**config.mk**
```make
export PLATFORM = sky130hd
export DESIGN_NAME = vga_ctrl
export DESIGN_NICKNAME = d
export VERILOG_FILES = /design/src/rtl/vga_pkg.sv /design/src/rtl/vga_sync.sv /design/src/rtl/vga_ctrl.sv
export SDC_FILE = /design/constraint.sdc
export NUM_CORES = 1
export LEC_CHECK = 0
export BUFFER_PORTS_ARGS = -buffer_cell sky130_fd_sc_hd__buf_2
export CELL_PAD_IN_SITES_DETAIL_PLACEMENT = 1
export CELL_PAD_IN_SITES_GLOBAL_PLACEMENT = 1
export CORE_AREA = 2 2 77 79
export DETAILED_ROUTE_END_ITERATION = 16
export DIE_AREA = 0 0 79 81
export PLACE_DENSITY = 0.8
export SLEW_MARGIN = 20
export SYNTH_ARGS = -nofsm -noshare
export SYNTH_HDL_FRONTEND = slang
export SYNTH_HIERARCHICAL = 1
export SYNTH_SLANG_ARGS = --single-unit
```
**constraint.sdc**
```tcl
create_clock -name CLK_50MHZ -period 4.2 [get_ports CLK_50MHZ]
set_clock_uncertainty 0.1 [all_clocks]
set_input_delay 0 -clock CLK_50MHZ [delete_from_list [all_inputs] [get_ports CLK_50MHZ]]
set_output_delay 0 -clock CLK_50MHZ [all_outputs]
set_load 0.01 [all_outputs]
```
**src/rtl/vga_pkg.sv**
```systemverilog
// vga_pkg: 640x480@60 timing defaults (H_TOTAL=800, V_TOTAL=525), colour FSM state encodings, colour type
package vga_pkg;
  localparam int H_DISPLAY = 640;
  localparam int H_FRONT = 16;
  localparam int H_SYNC = 96;
  localparam int H_BACK = 48;
  localparam int V_DISPLAY = 480;
  localparam int V_FRONT = 10;
  localparam int V_SYNC = 2;
  localparam int V_BACK = 33;
  localparam int H_TOTAL = H_DISPLAY + H_FRONT + H_SYNC + H_BACK;
  localparam int V_TOTAL = V_DISPLAY + V_FRONT + V_SYNC + V_BACK;
  localparam logic [0:0] STABLE = 1'b0;
  localparam logic [0:0] PENDING = 1'b1;
  typedef logic [2:0] colour_t;
endpackage

```
**src/rtl/vga_sync.sv**
```systemverilog
// vga_sync: 25 MHz tick + h/v counters; in clk,rst; out h_count,v_count, comb hsync,vsync,video_on,frame_start
module vga_sync #(
  parameter int H_DISPLAY = vga_pkg::H_DISPLAY,
  parameter int H_FRONT = vga_pkg::H_FRONT,
  parameter int H_SYNC = vga_pkg::H_SYNC,
  parameter int H_BACK = vga_pkg::H_BACK,
  parameter int V_DISPLAY = vga_pkg::V_DISPLAY,
  parameter int V_FRONT = vga_pkg::V_FRONT,
  parameter int V_SYNC = vga_pkg::V_SYNC,
  parameter int V_BACK = vga_pkg::V_BACK
) (
  input logic clk,
  input logic rst,
  output logic [9:0] h_count,
  output logic [9:0] v_count,
  output logic hsync,
  output logic vsync,
  output logic video_on,
  output logic frame_start
);
  localparam int h_total = H_DISPLAY + H_FRONT + H_SYNC + H_BACK;
  localparam int v_total = V_DISPLAY + V_FRONT + V_SYNC + V_BACK;
  localparam int hs_start = H_DISPLAY + H_FRONT;
  localparam int vs_start = V_DISPLAY + V_FRONT;
  logic tick;
  logic h_end, v_end;
  assign h_end = h_count == 10'(h_total - 1);
  assign v_end = v_count == 10'(v_total - 1);
  always_ff @(posedge clk) begin
    if (rst) begin
      tick <= 1'b0;
      h_count <= '0;
      v_count <= '0;
    end else begin
      tick <= !tick;
      if (tick) begin
        h_count <= h_end ? '0 : h_count + 10'd1;
        if (h_end) v_count <= v_end ? '0 : v_count + 10'd1;
      end
    end
  end
  assign hsync = !(h_count >= 10'(hs_start) && h_count < 10'(hs_start + H_SYNC));
  assign vsync = !(v_count >= 10'(vs_start) && v_count < 10'(vs_start + V_SYNC));
  assign video_on = h_count < 10'(H_DISPLAY) && v_count < 10'(V_DISPLAY);
  assign frame_start = tick && h_count == '0 && v_count == '0;
endmodule

```
**src/rtl/vga_ctrl.sv**
```systemverilog
// vga_ctrl: VGA top; in CLK_50MHZ,reset,sw[2:0]; out registered hsync,vsync,rgb,video_on,pixel_x,pixel_y,frame_tick
module vga_ctrl #(
  parameter int H_DISPLAY = vga_pkg::H_DISPLAY,
  parameter int H_FRONT = vga_pkg::H_FRONT,
  parameter int H_SYNC = vga_pkg::H_SYNC,
  parameter int H_BACK = vga_pkg::H_BACK,
  parameter int V_DISPLAY = vga_pkg::V_DISPLAY,
  parameter int V_FRONT = vga_pkg::V_FRONT,
  parameter int V_SYNC = vga_pkg::V_SYNC,
  parameter int V_BACK = vga_pkg::V_BACK
) (
  input logic CLK_50MHZ,
  input logic reset,
  input logic [2:0] sw,
  output logic hsync,
  output logic vsync,
  output logic [2:0] rgb,
  output logic video_on,
  output logic [9:0] pixel_x,
  output logic [9:0] pixel_y,
  output logic frame_tick
);
  import vga_pkg::*;
  logic [9:0] h_count, v_count;
  logic hs, vs, vid, fs;
  logic [0:0] state, state_n;
  colour_t sw_meta, sw_sync, cand, cand_n, colour, colour_n;
  logic armed, armed_n;
  vga_sync #(
    .H_DISPLAY(H_DISPLAY), .H_FRONT(H_FRONT), .H_SYNC(H_SYNC), .H_BACK(H_BACK),
    .V_DISPLAY(V_DISPLAY), .V_FRONT(V_FRONT), .V_SYNC(V_SYNC), .V_BACK(V_BACK)
  ) u_sync (
    .clk(CLK_50MHZ),
    .rst(reset),
    .h_count(h_count),
    .v_count(v_count),
    .hsync(hs),
    .vsync(vs),
    .video_on(vid),
    .frame_start(fs)
  );
  always_comb begin
    state_n = state;
    cand_n = cand;
    colour_n = colour;
    armed_n = armed;
    if (state == STABLE) begin
      if (sw_sync != colour) begin
        state_n = PENDING;
        cand_n = sw_sync;
        armed_n = fs;
      end
    end else if (sw_sync == colour) begin
      state_n = STABLE;
    end else if (sw_sync != cand) begin
      cand_n = sw_sync;
      armed_n = fs;
    end else if (fs) begin
      if (armed) begin
        colour_n = cand;
        state_n = STABLE;
      end
      armed_n = 1'b1;
    end
  end
  always_ff @(posedge CLK_50MHZ) begin
    if (reset) begin
      sw_meta <= '0;
      sw_sync <= '0;
      state <= STABLE;
      cand <= '0;
      colour <= '0;
      armed <= 1'b0;
      hsync <= 1'b1;
      vsync <= 1'b1;
      rgb <= 3'b000;
      video_on <= 1'b0;
      pixel_x <= '0;
      pixel_y <= '0;
      frame_tick <= 1'b0;
    end else begin
      sw_meta <= sw;
      sw_sync <= sw_meta;
      state <= state_n;
      cand <= cand_n;
      colour <= colour_n;
      armed <= armed_n;
      hsync <= hs;
      vsync <= vs;
      rgb <= vid ? colour : 3'b000;
      video_on <= vid;
      pixel_x <= h_count;
      pixel_y <= v_count;
      frame_tick <= fs;
    end
  end
endmodule

```
### Word-level counts from Yosys, hierarchy flattened

Cells that the tools add are included.

| word-level totals | value |
|---|---|
| RAM bits | 0 |
| output and inout bits | 27 |
| flip-flop bits (word level) | 62 |
| memories kept | 0 |
| bits in latches | 0 |
| input port bits | 5 |
| logic and storage cells | 68 |
| memory bits (read-only) | 0 |

| cells by class | value |
|---|---|
| reductions and logical operators | 16 |
| shifts and indexed selects | 0 |
| multiplexer cells | 17 |
| equality and inequality tests | 8 |
| div/mod/pow operators | 0 |
| bitwise logic cells | 3 |
| multipliers | 0 |
| order comparisons | 6 |
| add/sub/neg operators | 2 |

Operators by type and width:

| operator | number |
|---|---|
| adder 10 x 1 -> 10 bit (second input constant) | 2 |
| equality test 10 bit (second input constant) | 2 |
| logical NOT 10 bit | 2 |
| less-than comparator 10 bit (second input constant) | 2 |
| less-than comparator 10 x 9 -> 1 bit (second input constant) | 2 |
| two-way mux 10 bit | 2 |
| two-way mux 3 bit | 4 |
| two-way mux 1 bit | 11 |
| >= comparator 10 bit (second input constant) | 1 |
| >= comparator 10 x 9 -> 1 bit (second input constant) | 1 |
| != test 3 bit | 2 |
| AND reduction 3 bit | 2 |
| logical AND 1 bit | 5 |
| AND reduction 5 bit | 1 |
| equality test 3 bit | 1 |
| logical NOT 1 bit | 3 |
| != test 3 x 2 -> 1 bit (second input constant) | 1 |
| inverter 1 bit | 3 |
| != test 2 x 1 -> 1 bit (second input constant) | 1 |
| != test 2 bit (second input constant) | 1 |
| AND reduction 2 bit | 1 |
| nonzero test 2 bit | 1 |
| OR reduction 2 bit | 1 |

### Logic depth before layout (Yosys ltp)

Gate-level depths: netlist of run 1.

| logic depth | value |
|---|---|
| depth after elaboration | 7 |
| depth in mapped cells | 10 |
| depth with buffers taken out | 10 |

### Hierarchy

The synthesis of run 1 kept the hierarchy.

Modules (own cells, without submodules):

| module | instances | seq. area each (sq um) | area each (sq um) | cells an instance |
|---|---|---|---|---|
| vga_ctrl | 1 | 820.8 | 1262.5 | 108 |
| vga_sync | 1 | 420.4 | 1186.1 | 136 |

### Worst setup path after synthesis of run 1

OpenSTA, ideal clock, no wires.

| timing | value |
|---|---|
| path type | register to register |
| start point | reg u_sync.h_count[5] |
| end point | reg colour[2] |
| clock period less this slack | 2169 ps |
| buffers on the path | 1 |
| data required time | 3984 ps |
| library setup time | 116 ps |
| cell stages (with the launch flop) | 9 |
| slack | 2031 ps |
| arrival time | 1952 ps |
| path through | dfxtp_1 clkbuf_2 or3_2 nand3b_1 nor4_1 nand3_1 nor4_4 a21oi_1 a41o_1 |

| on the way | value |
|---|---|
| word-level cells in the longest chain between the ends | 4 |

RTL lines:

| what | line | text |
|---|---|---|
| start: declaration | vga_sync.sv:14 | `output logic [9:0] h_count,` |
| start signal: assignment | vga_sync.sv:37 | `h_count <= h_end ? '0 : h_count + 10'd1;` |
| logical NOT 10 bit | vga_sync.sv:45 | `assign frame_start = tick && h_count == '0 && v_count == '0;` |
| logical AND 1 bit (2 in series) | vga_sync.sv:45 |  |
| via fs | vga_ctrl.sv:25 | `logic hs, vs, vid, fs;` |
| AND reduction 5 bit (no line) | n/a |  |
| end signal: assignment | vga_ctrl.sv:86 | `colour <= colour_n;` |
| end: declaration | vga_ctrl.sv:27 | `colour_t sw_meta, sw_sync, cand, cand_n, colour, colour_n;` |

The timed path passes the listed nets, and every way through them passes these cells.
A chain may end at the register's enable or synchronous reset.

### Final worst setup path of run 1

| timing | value |
|---|---|
| start point | reg u_sync.h_count[4] |
| end point | reg colour[2] |

Same word-level chain as after synthesis.

==> impl_metrics.csv, run 1 <==
group,metric,value,unit
global_routing,grt.total_usage,19.0,%
global_routing,grt-ovfl-total,0,
route,wirelength,5620,µm
setup_path,path_max_fanout,8,
timing,rsz0062_at_grt,"false",
global_routing,grt_pass1_wl,8910,µm
timing,hold_viol,0,
clock_tree,cts_root_buffer,"clkbuf_8",
layout,final_common_cell,"dfxtp_1",
worst_hold_path,min-delay-start,"reset",
route,vias,1802,
global_routing,antenna_found_initial,0,
yosys,synth-compound-area-share,4.50,%
yosys,ys.flop_type,"dfxtp_1",
worst_hold_path,min_path_cells,2,
timing,period_needed,2400,ps
yosys,synth_xor_area_share,6.44,%
yosys,syn_nets,254,
worst_hold_path,min_to,"u_sync/tick",
global_routing,first_global_vias,1780,
timing,fmax,417,MHz
place,place.gp.congestion,0.793,
power_and_ir_drop,powerDensity,421,nW/µm²
layout,fin_area,2890,µm²
clock_tree,insertion_delay,340,ps
setup_path,rr_endpoint,"colour[2]",
yosys,synth_top_area_share,50.7,%
yosys,seq_area_frac_synth,50.7,%
die,start_util,43.1,%
setup_path,end_kind,"flop",
route,drtAntennaViolNets,0,
setup_path,worstSetupPathType,"reg -> reg",
die,num_rows,28,
clock_tree,cts_resized,0,
yosys,synthAdderAreaFrac,2.55,%
yosys,syn_avg_cell_area,10.0,µm²
yosys,synth_top_family_by_area,"simple AND/OR/NAND/NOR gates",
clock_tree,cts_buffers,9,
layout,diodes,0,
clock_tree,cts_tree,"yes",
yosys,synth-simple-area-share,29.9,%
die,die_y,81,µm
power_and_ir_drop,leakage,1.20,nW
yosys,synth_cells,244,
route,drt_iter0_drc,71,
setup_path,setup.worst_path.start_class,"flop",
route,first_pass_iters,4,
yosys,muxShareOfSynthArea,2.45,%
place,hpwl,3720,µm
yosys,yosysUniqueCellTypes,45,
place,place_area,2640,µm²
setup_path,required,4330,ps
die,core-area,5680,µm²
setup_path,reg2reg_depth,7,
route,vias_per_cell,5.01,
layout,areaGrowthSynthToFinish,17.9,%
timing,tightest_slew,866,ps
timing,finalSetupViolations,0,
clock_tree,cts.sinks,62,
route,drc_errors,0,
timing,slew_headroom,42.3,%
clock_tree,cts.clk_slew.worst_paths,60,ps
global_routing,grt_max_degree,51,
worst_hold_path,min_path_type,"in -> reg",
die,io_pins,32,
yosys,yosysWarnings,6,
run_status,run_status,"completed",
timing,tns,0,ps
layout,drive_gt1_share,21.4,%
layout,final_cell_mix,"dfxtp_1, buf_2, nor2b_1",
die,die-area,6400,µm²
timing,slew_violations,0,
yosys,async_flop_share,0,%
clock_tree,h-tree-depth,3,
yosys,netlist_top_cells_area,"dfxtp_1, nor2b_1, xnor2_1, xor2_1, nor2_1",
setup_path,rrSetupSlack,1800,ps
layout,fin_nets,290,
die,die_w,79,µm
yosys,synth_edf_count,0,
setup_path,reg2reg_from,"u_sync/h_count[4]",
flow_run,drv_cap,0,
route,wl_per_cell,15.6,µm
setup_path,arrival,2530,ps
yosys,syn_area,2450,µm²
yosys,post-synth-top-area-cell,"dfxtp_1",
place,numPortBuffers,31,
timing,timing.final.crit_share,57.1,%
clock_tree,clock_path_buffers,2,
yosys,ys_ff_latch,62,
power_and_ir_drop,peakVddDrop,0.157,mV
## power by group
| part | internal (mW) | switching (mW) | total [mW] |
|---|---|---|---|
| Clock | 0.349 | 0.224 | 0.573 |
| Sequential | 0.596 | 0.00686 | 0.603 |
| Combinational | 0.0157 | 0.0242 | 0.0399 |
## final cells by class
cell class,instances,area [µm²]
fillers,665,2790
flip-flops and latches,62,1240
multi-input cells,165,1120
repair buffers,34,185
clock buffers,12,145
well taps,75,93.8
clock inverters,4,70.1
inverters,8,30.0
## repair_timing
item                      CTS  global route
setup buffers               0             0
hold endpoints to repair    3             0
hold buffers                3             0
## per-stage QoR
stage          util, %  instances  power, mW  hold slack [ps]  setup WS (ps)
2_1_floorplan        -        244      0.644            -28.4           2030
3_3_place_gp      46.6        341      0.653              111           1930
3_5_place_dp      46.6        341      0.654              115           1840
4_1_cts           50.9        360       1.23              158           1840
5_1_grt           50.9        360       1.26              224           1630
6_report          50.9        360       1.22              162           1800
## critical path, cell delays in order, from the launching register on
cell and delay, ps:
dfxtp_1 400, or3_2 520, nand3b_1 170, nor4_1 330, nand3_1 180, nor4_4 250
a21oi_1 110, a41o_1 220
## layer usage
layer	GRT usage, %	up-vias	wire length [µm]
met1	21.1	869	2380
met2	33.6	25	2990
met4	8.79	0	92
met3	5.67	7	161
li1	-	901	-
met5	0	-	0
## cells by family after synthesis
family | after synthesis
and+or+nand+nor | 118
xor gates and xnor gates | 18
muxes | 6
adders and majority gates | 5
AOI/OAI and AO/OA | 18
buffers and inverters | 17
DFF | 62
## cells in the mapped netlist (2+ instances only)
master and count:
and3_2 2, or2_2 3, nand2b_1 4, ha_1 5
inv_1 8, xor2_1 8, nor3_1 6, and2_1 3
nand4bb_1 2, or3_2 2, nand3_1 11, nand2_1 12
dfxtp_1 62, and3_1 2, xnor2_1 10, nor2_1 17
clkbuf_1 5, mux2i_1 6, nor2b_1 29, a21oi_1 8
nor4_1 6, o21ai_0 5, or3_1 3, nand4_1 4
## worst max path at each step
| stage | slack (ps) | startpoint | endpoint | cells past startpoint |
|---|---|---|---|---|
| 2_1_floorplan | 2030 | u_sync/h_count[5] | colour[2] | 8 |
| 3_3_place_gp | 1930 | u_sync/h_count[4] | colour[2] | 7 |
| 3_5_place_dp | 1840 | u_sync/h_count[4] | colour[2] | 7 |
| 4_1_cts | 1840 | u_sync/h_count[4] | colour[2] | 7 |
| 5_1_grt | 1630 | u_sync/v_count[0] | colour[2] | 10 |
| 6_report | 1800 | u_sync/h_count[4] | colour[2] | 7 |
## flip-flops by register name (all words and copies together) (netlist names)
register / count
frame_tick: 1
sw_meta: 3
pixel_y: 10
state: 1
pixel_x: 10
cand: 3
sw_sync: 3
u_sync/h_count: 10
u_sync/tick: 1
hsync: 1
video_on: 1
rgb: 3
u_sync/v_count: 10
armed: 1
colour: 3
vsync: 1
Note: power is estimated with default switching activity, not from simulation.
==> run 2: changes to the inputs <==
ABC_AREA = 1   (was default)
CORE_AREA = 2 2 88 90   (was 2 2 77 79)
DIE_AREA = 0 0 90 92   (was 0 0 79 81)
PLACE_DENSITY = 0.76   (was 0.8)
clock period = 2 ns   (was 4.2 ns; I/O delays follow)
==> run 2 against run 1 <==
Synthesized cell count is 50% higher; total power is 110% higher; global-route usage is 1.5 points lower; critical endpoint unchanged; cell count is 44% higher; highest routed layer unchanged; critical path depth is 5 higher.
==> impl_metrics.csv, run 2 <==
group,metric,value,unit
run_status,run_status,"completed",
die,core-area,7450,µm²
die,io_pins,32,
layout,final_cell_mix,"nor2_1, inv_1, nand2_1",
route,drt_iter0_drc,88,
route,wirelength,6480,µm
clock_tree,cts.sinks,62,
yosys,syn_avg_cell_area,7.38,µm²
route,vias,2366,
yosys,synth_commonest_cells,"nor2_1, inv_1, nand2_1, dfxtp_1, nand3_1",
place,place_area,2990,µm²
setup_path,end_kind,"flop",
setup_path,worst_path_max_delay_cell,"dfxtp_2",
route,drtAntennaViolNets,0,
power_and_ir_drop,combPwrFrac,4.9,%
layout,diodes,0,
yosys,ys_ff_latch,62,
layout,fin_area,3230,µm²
setup_path,rrSetupSlack,260,ps
global_routing,first_global_vias,2475,
clock_tree,cts_root_buffer,"clkbuf_8",
timing,rsz0062_at_grt,"false",
yosys,syn_nets,377,
route,wl_per_cell,12.5,µm
route,vias_per_cell,4.57,
clock_tree,cts_buffers,9,
clock_tree,cts_tree,"yes",
flow_run,drv_cap,0,
worst_hold_path,min-delay-start,"sw[2]",
setup_path,cpPeakStageDelay,340,ps
layout,drive_gt1_share,20.9,%
yosys,ys.flop_type,"dfxtp_1",
yosys,yosysUniqueCellTypes,33,
yosys,yosysMostFrequentCell,"nor2_1",
timing,finalSetupViolations,0,
power_and_ir_drop,p_clk_share,44.3,%
setup_path,worstSetupPathType,"reg -> reg",
global_routing,grt_max_degree,19,
layout,fin_nets,421,
timing,hold_viol,0,
layout,final_common_cell,"nor2_1",
setup_path,required,2180,ps
power_and_ir_drop,peakVddDrop,0.326,mV
route,first_pass_iters,4,
setup_path,rr_endpoint,"colour[2]",
power_and_ir_drop,p_sw,0.600,mW
timing,tns,0,ps
timing,tightest_slew,457,ps
setup_path,reg2reg_from,"u_sync/v_count[0]",
power_and_ir_drop,leakage,1.41,nW
power_and_ir_drop,p_int,1.90,mW
yosys,yosysWarnings,6,
timing,period_needed,1740,ps
setup_path,arrival,1920,ps
die,die_w,90,µm
yosys,syn_area,2710,µm²
clock_tree,insertion_delay,340,ps
yosys,post-synth-top-area-cell,"dfxtp_1",
setup_path,path_max_fanout,4,
worst_hold_path,min_path_cells,4,
die,num_rows,32,
power_and_ir_drop,p_sw_share,24.0,%
place,place.gp.congestion,0.823,
yosys,netlist_top_cells_area,"dfxtp_1, nor2_1, inv_1, nand2_1, nand3_1",
power_and_ir_drop,power_frac_seq,50.8,%
timing,fmax,573,MHz
global_routing,grt-ovfl-total,0,
setup_path,path_cells,"inv_2 > ha_2 > nand2_1 > nor3_1 > nand3_1 > nor2_2 > nand2_1 > inv_2 > nand3_2 > nor2_4 > nor2_1 > nor2_1",
place,hpwl,4800,µm
setup_path,setup.worst_path.start_class,"flop",
setup_path,reg2reg_depth,12,
yosys,async_flop_share,0,%
die,die_y,92,µm
die,start_util,36.4,%
clock_tree,cts.clk_slew.worst_paths,70,ps
timing,slew_headroom,69.5,%
global_routing,grt_pass1_wl,11500,µm
global_routing,grt.total_usage,17.5,%
power_and_ir_drop,powerDensity,774,nW/µm²
clock_tree,post-cts-setup-buffers,0,
clock_tree,h-tree-depth,3,
layout,areaGrowthSynthToFinish,19.4,%
clock_tree,clock_path_buffers,2,
yosys,synth_edf_count,0,
worst_hold_path,min_path_type,"in -> reg",
yosys,seq_area_frac_synth,45.8,%
place,numPortBuffers,31,
route,drc_errors,0,
timing,timing.final.crit_share,87.2,%
worst_hold_path,min_to,"sw_meta[2]",
yosys,synth_top_area_share,45.8,%
yosys,synth_cells,367,
setup_path,crit_family,"simple AND/OR/NAND/NOR gates",
timing,slew_violations,0,
die,die-area,8280,µm²
setup_path,crit_buf_inv,2,
global_routing,antenna_found_initial,0,
run 2: changes by cell type after synthesis, moves of 8 or more:
| cell | delta |
|---|---|
| nor2_1 | +59 |
| inv_1 | +57 |
| nand2_1 | +51 |
| nor2b_1 | -29 |
| xnor2_1 | -9 |
| nand2_2 | +8 |
run 2: worst max path at each step:
stage / start / to / slack, ps / cells past startpoint
detailed placement: u_sync/v_count[0] / colour[2] / 130 / 12
finish: u_sync/v_count[0] / colour[2] / 260 / 12
CTS: u_sync/v_count[0] / colour[2] / 100 / 12
global placement: u_sync/v_count[0] / colour[0] / 270 / 12
floorplan: u_sync/v_count[0] / colour[0] / 390 / 12
global route: u_sync/v_count[0] / colour[2] / 10 / 12
run 2: cell type report:
type,instances,area (µm²)
Inverter,70,265
Multi-Input combinational cell,230,1180
Fill cell,978,4220
Timing Repair Buffer,38,218
Sequential cell,62,1240
Clock buffer,10,138
Clock inverter,6,61.3
Tap cell,102,128
run 2: through the flow:
step / setup WS (ps) / total power [mW] / cells / util (%) / hold WS (ps)
6_report: 255 / 2.50 / 518 / 43.4 / 300
5_1_grt: 10.4 / 2.61 / 518 / 43.4 / 292
4_1_cts: 95.0 / 2.54 / 518 / 43.3 / 285
3_5_place_dp: 130 / 1.42 / 498 / 40.1 / 113
3_3_place_gp: 274 / 1.41 / 498 / 40.1 / 110
2_1_floorplan: 394 / 1.38 / 367 / - / -30.9
run 2: kinds of logic after synthesis:
logic type | count (synthesis) | share of synthesized area [%]
buf+inv | 75 | 10.8
fa+ha+maj | 5 | 2.31
simple gates | 202 | 35.6
flops | 62 | 45.8
compound gates | 19 | 4.11
xor+xnor | 4 | 1.29
run 2: power by group through the flow:
stage	clock (mW)	combinational (mW)	sequential [mW]
after floorplan	0	0.0869	1.29
after global placement	0	0.114	1.30
after detailed placement	0	0.118	1.30
after CTS	1.14	0.125	1.27
after global routing	1.20	0.143	1.27
final	1.11	0.123	1.27
run 2: what timing repair did:
action,in CTS,in global routing
setup endpoints to repair,0,4
hold endpoints to repair,11,0
resized for setup,0,6
hold buffers,4,0
run 2: worst reg2reg max path: cells and delay by family (launching register included):
family	cells	cell delay, ps
adders and majority gates	1	200
buffers and inverters	2	180
DFF	1	340
and+or+nand+nor	9	870
run 2: routing by layer:
| layer | vias up | part of all wire (%) | global-route usage, % | wire length, µm |
|---|---|---|---|---|
| li1 | 1206 | - | - | - |
| met3 | 8 | 2.3 | 3.78 | 146 |
| met5 | - | 0 | 0 | 0 |
| met4 | 0 | 1.4 | 7.31 | 91 |
| met1 | 1127 | 46 | 20.7 | 2990 |
| met2 | 25 | 50 | 30.6 | 3260 |
